==> src/rtl/regfile_if.sv <==
// Register-file port bundle: two read ports, two write ports and the clear/status handshake.
// The master drives addresses, data and enables. The slave is the register file.
interface regfile_if #(
    parameter int WIDTH     = 32,
    parameter int ADDR_BITS = 5
);
    logic [ADDR_BITS-1:0] read_register1;
    logic [ADDR_BITS-1:0] read_register2;
    logic [WIDTH-1:0]     read_data1;
    logic [WIDTH-1:0]     read_data2;
    logic [ADDR_BITS-1:0] write_register_a;
    logic [ADDR_BITS-1:0] write_register_b;
    logic [WIDTH-1:0]     write_data_a;
    logic [WIDTH-1:0]     write_data_b;
    logic                 reg_write_a;
    logic                 reg_write_b;
    logic                 clear;
    logic                 busy;
    logic                 write_dropped;

    modport master (
        output read_register1, read_register2,
        output write_register_a, write_register_b, write_data_a, write_data_b,
        output reg_write_a, reg_write_b, clear,
        input  read_data1, read_data2, busy, write_dropped
    );

    modport slave (
        input  read_register1, read_register2,
        input  write_register_a, write_register_b, write_data_a, write_data_b,
        input  reg_write_a, reg_write_b, clear,
        output read_data1, read_data2, busy, write_dropped
    );
endinterface

==> src/rtl/regfile_2w2r.sv <==
// Two-write, two-read register file with fixed B-over-A write priority, optional bypass,
// optional hardwired zero register and a one-register-per-cycle clear sequencer.
module regfile_2w2r #(
    parameter int WIDTH     = 32,
    parameter int ADDR_BITS = 5,
    parameter bit ZERO_REG  = 1'b1,
    parameter bit BYPASS    = 1'b1
) (
    input  logic      clk,
    input  logic      rst,
    regfile_if.slave  bus
);
    localparam int DEPTH = 1 << ADDR_BITS;

    typedef enum logic {IDLE, CLEARING} state_t;

    state_t               state, state_next;
    logic [ADDR_BITS-1:0] clr_cnt, clr_cnt_next;
    logic [WIDTH-1:0]     regs [DEPTH];
    logic                 busy;
    logic                 wr_a, wr_b;
    logic                 write_dropped;
    logic [ADDR_BITS-1:0] raddr [2];
    logic [WIDTH-1:0]     rdata [2];

    assign busy = (state == CLEARING);

    // Writes to a hardwired register 0 are suppressed at the source.
    assign wr_a = bus.reg_write_a && !(ZERO_REG && bus.write_register_a == '0);
    assign wr_b = bus.reg_write_b && !(ZERO_REG && bus.write_register_b == '0);

    always_ff @(posedge clk) begin
        if (rst) begin
            state   <= IDLE;
            clr_cnt <= '0;
        end else begin
            state   <= state_next;
            clr_cnt <= clr_cnt_next;
        end
    end

    // NOTE: every output of this block gets a default first, so no path can infer a latch.
    always_comb begin
        state_next   = state;
        clr_cnt_next = clr_cnt;
        case (state)
            IDLE: begin
                if (bus.clear) begin
                    state_next   = CLEARING;
                    clr_cnt_next = '0;
                end
            end
            CLEARING: begin
                clr_cnt_next = clr_cnt + ADDR_BITS'(1);
                if (clr_cnt == ADDR_BITS'(DEPTH - 1)) state_next = IDLE;
            end
            default: state_next = IDLE;
        endcase
    end

    // NOTE: the storage array is reset because a bulk zero on reset is part of its contract.
    always_ff @(posedge clk) begin
        if (rst) begin
            for (int i = 0; i < DEPTH; i++) regs[i] <= '0;
        end else if (busy) begin
            regs[clr_cnt] <= '0;
        end else begin
            // NOTE: non-blocking updates; on an address collision the later B assignment wins.
            if (wr_a) regs[bus.write_register_a] <= bus.write_data_a;
            if (wr_b) regs[bus.write_register_b] <= bus.write_data_b;
        end
    end

    always_ff @(posedge clk) begin
        if (rst) write_dropped <= 1'b0;
        else     write_dropped <= busy && (bus.reg_write_a || bus.reg_write_b);
    end

    assign raddr[0] = bus.read_register1;
    assign raddr[1] = bus.read_register2;

    // Bypass priority mirrors the write priority: B first, then A, then stored contents.
    always_comb begin
        for (int p = 0; p < 2; p++) begin
            rdata[p] = regs[raddr[p]];
            if (BYPASS && !busy) begin
                if (bus.reg_write_b && bus.write_register_b == raddr[p])
                    rdata[p] = bus.write_data_b;
                else if (bus.reg_write_a && bus.write_register_a == raddr[p])
                    rdata[p] = bus.write_data_a;
            end
            if (ZERO_REG && raddr[p] == '0) rdata[p] = '0;
        end
    end

    assign bus.read_data1    = rdata[0];
    assign bus.read_data2    = rdata[1];
    assign bus.busy          = busy;
    assign bus.write_dropped = write_dropped;
endmodule

==> src/flat_wrapper.sv <==
// flat-port wrapper written by rule: the top's interface ports become plain ports
module regfile_2w2r_flat 
#(
    parameter int WIDTH     = 32,
    parameter int ADDR_BITS = 5,
    parameter bit ZERO_REG  = 1'b1,
    parameter bit BYPASS    = 1'b1
)
  (clk, rst, bus_read_register1, bus_read_register2, bus_write_register_a, bus_write_register_b, bus_write_data_a, bus_write_data_b, bus_reg_write_a, bus_reg_write_b, bus_clear, bus_read_data1, bus_read_data2, bus_busy, bus_write_dropped);
  regfile_if #(.WIDTH(WIDTH), .ADDR_BITS(ADDR_BITS)) bus_i ();
  input  logic clk;
  input  logic rst;
  input wire logic [$bits(bus_i.read_register1)-1:0] bus_read_register1;
  input wire logic [$bits(bus_i.read_register2)-1:0] bus_read_register2;
  input wire logic [$bits(bus_i.write_register_a)-1:0] bus_write_register_a;
  input wire logic [$bits(bus_i.write_register_b)-1:0] bus_write_register_b;
  input wire logic [$bits(bus_i.write_data_a)-1:0] bus_write_data_a;
  input wire logic [$bits(bus_i.write_data_b)-1:0] bus_write_data_b;
  input wire logic [$bits(bus_i.reg_write_a)-1:0] bus_reg_write_a;
  input wire logic [$bits(bus_i.reg_write_b)-1:0] bus_reg_write_b;
  input wire logic [$bits(bus_i.clear)-1:0] bus_clear;
  output wire logic [$bits(bus_i.read_data1)-1:0] bus_read_data1;
  output wire logic [$bits(bus_i.read_data2)-1:0] bus_read_data2;
  output wire logic [$bits(bus_i.busy)-1:0] bus_busy;
  output wire logic [$bits(bus_i.write_dropped)-1:0] bus_write_dropped;
  assign bus_i.read_register1 = bus_read_register1;
  assign bus_i.read_register2 = bus_read_register2;
  assign bus_i.write_register_a = bus_write_register_a;
  assign bus_i.write_register_b = bus_write_register_b;
  assign bus_i.write_data_a = bus_write_data_a;
  assign bus_i.write_data_b = bus_write_data_b;
  assign bus_i.reg_write_a = bus_reg_write_a;
  assign bus_i.reg_write_b = bus_reg_write_b;
  assign bus_i.clear = bus_clear;
  assign bus_read_data1 = bus_i.read_data1;
  assign bus_read_data2 = bus_i.read_data2;
  assign bus_busy = bus_i.busy;
  assign bus_write_dropped = bus_i.write_dropped;
  regfile_2w2r #(.WIDTH(WIDTH), .ADDR_BITS(ADDR_BITS), .ZERO_REG(ZERO_REG), .BYPASS(BYPASS)) u_core (.clk(clk), .rst(rst), .bus(bus_i));
endmodule
==> config.mk <==
export PLATFORM = sky130hd
export DESIGN_NAME = regfile_2w2r_flat
export DESIGN_NICKNAME = d
export VERILOG_FILES = /design/src/rtl/regfile_if.sv /design/src/rtl/regfile_2w2r.sv /design/src/flat_wrapper.sv
export SDC_FILE = /design/constraint.sdc
export NUM_CORES = 2
export LEC_CHECK = 0
export ABC_AREA = 1
export CELL_PAD_IN_SITES_DETAIL_PLACEMENT = 1
export CELL_PAD_IN_SITES_GLOBAL_PLACEMENT = 1
export CORE_MARGIN = 10
export CORE_UTILIZATION = 46
export DETAILED_ROUTE_END_ITERATION = 10
export PLACE_DENSITY_LB_ADDON = 0.05
export SKIP_CTS_REPAIR_TIMING = 1
export SYNTH_ARGS = -nofsm -noshare
export SYNTH_HDL_FRONTEND = slang
export SYNTH_SLANG_ARGS = --single-unit
==> constraint.sdc <==
create_clock -name clk -period 4.2 [get_ports clk]
set_input_delay 0.84 -clock clk [delete_from_list [all_inputs] [get_ports clk]]
set_output_delay 0.84 -clock clk [all_outputs]
set_load 0.02 [all_outputs]
==> results.txt <==
Entering global routing, the biggest net connects 90 pins. The placed wire-length estimate came out at 242 mm. For the final database, setup skew stands at 25.4 ps.

The time the final worst path needs with I/O delays and setup was 4090 ps; the number of buffers inserted by port buffering was 154. In this run the worst hold path is classified as flop to flop. Clock tree synthesis inserted a total of 131 buffers. The run gives 108 ps as the smallest setup slack after layout.

The predominant post-synthesis flop cell was edfxtp_1. STA classifies the critical path startpoint as an input pin. The critical path arrival is 3250 ps. Once detail routing completed, the nets flagged for antenna violations numbered 0. The number of slew-limit violations in the final report came out at 0. The family with the most delay on the worst path is buffers and inverters. After the first detailed-routing iteration, the DRC count stood at 11500.

The tools report the startpoint of the lowest-slack hold path as u_core.clr_cnt[2]. The count of clock tree sinks was 1031; the number of buffer and inverter stages on the critical path was 6. The initial antenna violation count was 7; the x dimension of the die was 406 µm. The growth of design area from synthesis to finish is 17.3%. The largest total area in the synthesized netlist belongs to edfxtp_1.

The register bit count reported by yosys is 1031. The total power draw came out at 28.4 mW. The worst register-to-register path has a depth of 10. The signal on the critical path passes through clkdlybuf4s50_1 > inv_1 > o21ai_0 > nor2_1 > nand3_1 > nand2_1 > nand2_1 > buf_12 > buf_4 > nand3_1 > a21oi_1 > buf_4 > dlymetal6s2s_1. OpenSTA, run right after detailed placement, puts the worst setup slack at -214 ps. The I/O pin total came out at 155. Of the synthesized area, sequential elements account for 45.2%. Summed over its instances, the top area cell type makes up 45.0% of the synthesized netlist area.

The routed design has 373 mm of wire. The number of global-route vias before repair is 80600. The remaining global-route overflow came out at 0. The netlist uses 34 different library cells. The number of synthesized flops with an enable pin was 1024; the async set-or-reset flop fraction in the synthesized netlist was 0%. For this run, the number of standard cells in the final layout without fillers is 11900. The number of cells after detailed placement came out at 11700. The actual slew at the worst max-slew pin was 1370 ps. The count of max-cap constraint violations is 0. Count of cells along the worst hold path: 2. The run gives 43.7% as the overall routing resource usage. The tools report the worst flop-to-flop path startpoint as u_core.bus.busy. Setup violations remaining at the end of the flow were counted as 0. By area the synthesized netlist is led by edfxtp_1 45%, nand2_1 26%, nand3_1 13%. The H-tree was split into 4 levels.

STA puts the critical path data required time at 3360 ps. The die covers 164000 µm². The tools report the total of warnings raised by yosys as 0.

The standard cell with the maximum stage delay on the critical path is clkdlybuf4s50_1. Hold timing on the final database bottoms out at a slack of 508 ps. After detailed routing, the number of vias per cell comes to 6.67. The longest clock path from root to sink contains 3 buffers.

Summing over every cut layer, the via total after detailed routing is 79700. After synthesis, the most frequently instantiated cells are 4693 x nand2_1, 1775 x nand3_1, 1024 x edfxtp_1, 882 x clkbuf_1, 819 x o21ai_0. TritonCTS built the clock tree.

After detailed routing, the average wire length per cell comes to 31.2 µm. The worst-case vdd ir drop was 0.261 mV; the final weighted congestion in routability-driven placement was 0.983. At the later pin of the worst-skew pair, clock insertion delay measures 790 ps.

The total DRC errors in the routed layout came out at 0. For this run, the detailed router's first-pass iteration total came to 8. The number of hold violations in the final report is 0. Maximum fanout along the worst path: 11.

For hold timing, the worst endpoint is u_core.clr_cnt[2]. For the maximum achievable frequency, the log shows 244 MHz. The register-to-register setup slack came out at 570 ps. The buffer cell driving the clock tree root was clkbuf_16. Row generation in the floorplan step produced 141 rows.

The worst setup path is captured at an output pin. From bottom edge to top edge, the die measures 406 µm. The type of the setup path with the least slack was input pin to output pin. The first global-routing pass estimated 537 mm of wire. The final layout contains 10000 nets.

Of the cells placed in the final design, the portion with a size suffix greater than 1 is 9.71%. Of the available clock period, the critical path in the final layout requires 97.4%. Averaged over all synthesized cells, the footprint is 6.85 µm². The run finished with clean final reports. The stage delay of the slowest cell on the critical path works out to 540 ps. The total area inside the core boundary comes to 148000 µm². After clock tree synthesis, the clock-pin slew on the worst setup and hold paths is 60 ps. The most repeated cell in the gate-level netlist after synthesis is nand2_1. Setup repair after global routing left no endpoint under its margin. Once the floorplan was initialized, standard cells occupied 46.3% of the core. Summed over all cells, the static leakage comes to 30.8 nW. The power density normalized to cell area came out at 354 nW/µm². Measured against its own limit, the worst slew margin works out to 8.43%. In this run the critical register-to-register path is captured at u_core.regs[30][17].

Post-synth design cell area: 68400 µm². The instance count of the mapped netlist was 9978.
[how the worst max path moves through the flow]
stage / startpoint / end / slack [ps] / cells past startpoint
final: bus_write_register_a[2] / bus_read_data2[18] / 110 / 13
after global routing: bus_write_register_a[3] / bus_read_data2[17] / 40 / 10
after CTS: bus_write_register_a[2] / bus_read_data2[20] / -230 / 13
after detailed placement: bus_write_register_a[2] / bus_read_data2[20] / -210 / 13
after global placement: bus_write_register_a[2] / bus_read_data2[20] / -180 / 13
after floorplan: rst / u_core.regs[24][0] / 760 / 12
[state kept, by name (all words and copies together) (netlist names)]
register and cells:
u_core.bus.busy 1, u_core.regs 1024, u_core.clr_cnt 5, u_core.bus.write_dropped 1
[power breakdown]
part	total, mW	switching [mW]	internal, mW
registers	12.0	0.247	11.7
logic	5.14	3.64	1.50
clock network	11.3	4.89	6.37
[per-stage QoR]
step	instance area [µm²]	TNS, ps	util, %
2_1_floorplan	68500	0	-
4_1_cts	80000	-2340	54.2
5_1_grt	80200	0	54.3
3_5_place_dp	75900	-2070	51.4
6_report	80200	0	54.3
3_3_place_gp	75900	-1770	51.4
[layout make-up]
class	instances	area, µm²
sequential	1031	30900
clock inverter	70	572
clock buffer	161	3520
inverter	101	423
antenna	2	5.00
fill	18700	67400
tap	1930	2410
multi-input combinational	7887	33900
timing repair buffer	766	8490
[worst register-to-register path, stage by stage (launching register included)]
cell and delay [ps]:
dfxtp_2 340, clkinv_2 150, nand2_4 150, nor2_4 150
o21ai_4 140, o21ai_0 750, nand2_1 190, nor2_1 640
nand2_1 220, buf_4 400, o21ai_0 330
[logic make-up (layout without fill, tap and decap cells)]
| group | after synthesis | count (layout) | synth area share (%) |
|---|---|---|---|
| AOI/OAI and AO/OA | 1156 | 1156 | 8.51 |
| adders and majority gates | 2 | 2 | 0.0366 |
| buffers and inverters | 1091 | 1098 | 6.09 |
| DFF | 1031 | 1031 | 45.2 |
| other | 1 | 34 | 0.00548 |
| and+or+nand+nor | 6697 | 6697 | 40.2 |
[layout by cell type (no fill, tap or decap), types with 23 or more instances in the layout]
cell type / synthesis / layout
nand3_1: 1775 / 1733
edfxtp_1: 1024 / 1024
o21ai_1: 255 / 256
nand2_1: 4693 / 4690
conb_1: 1 / 32
nand3_2: 0 / 42
dlymetal6s2s_1: 0 / 59
inv_1: 66 / 61
buf_4: 0 / 435
clkbuf_1: 882 / 24
inv_2: 31 / 29
clkinv_1: 3 / 34
clkbuf_16: 0 / 137
o21ai_0: 819 / 818
clkdlybuf4s50_1: 0 / 64
buf_12: 0 / 181
nor2_1: 204 / 161
a21oi_1: 72 / 69
nor2_2: 5 / 38
clkinv_2: 1 / 23
[per-layer routing]
metal  GRT usage (%)  part of all wire [%]  up-vias
li1                -                     -    32900
met1            55.4                    36    38900
met2            65.1                    42     6267
met3            11.7                    13     1612
met4            29.4                   7.9       12
met5               0                 0.022        -
Power figures use the tool's default switching activity.
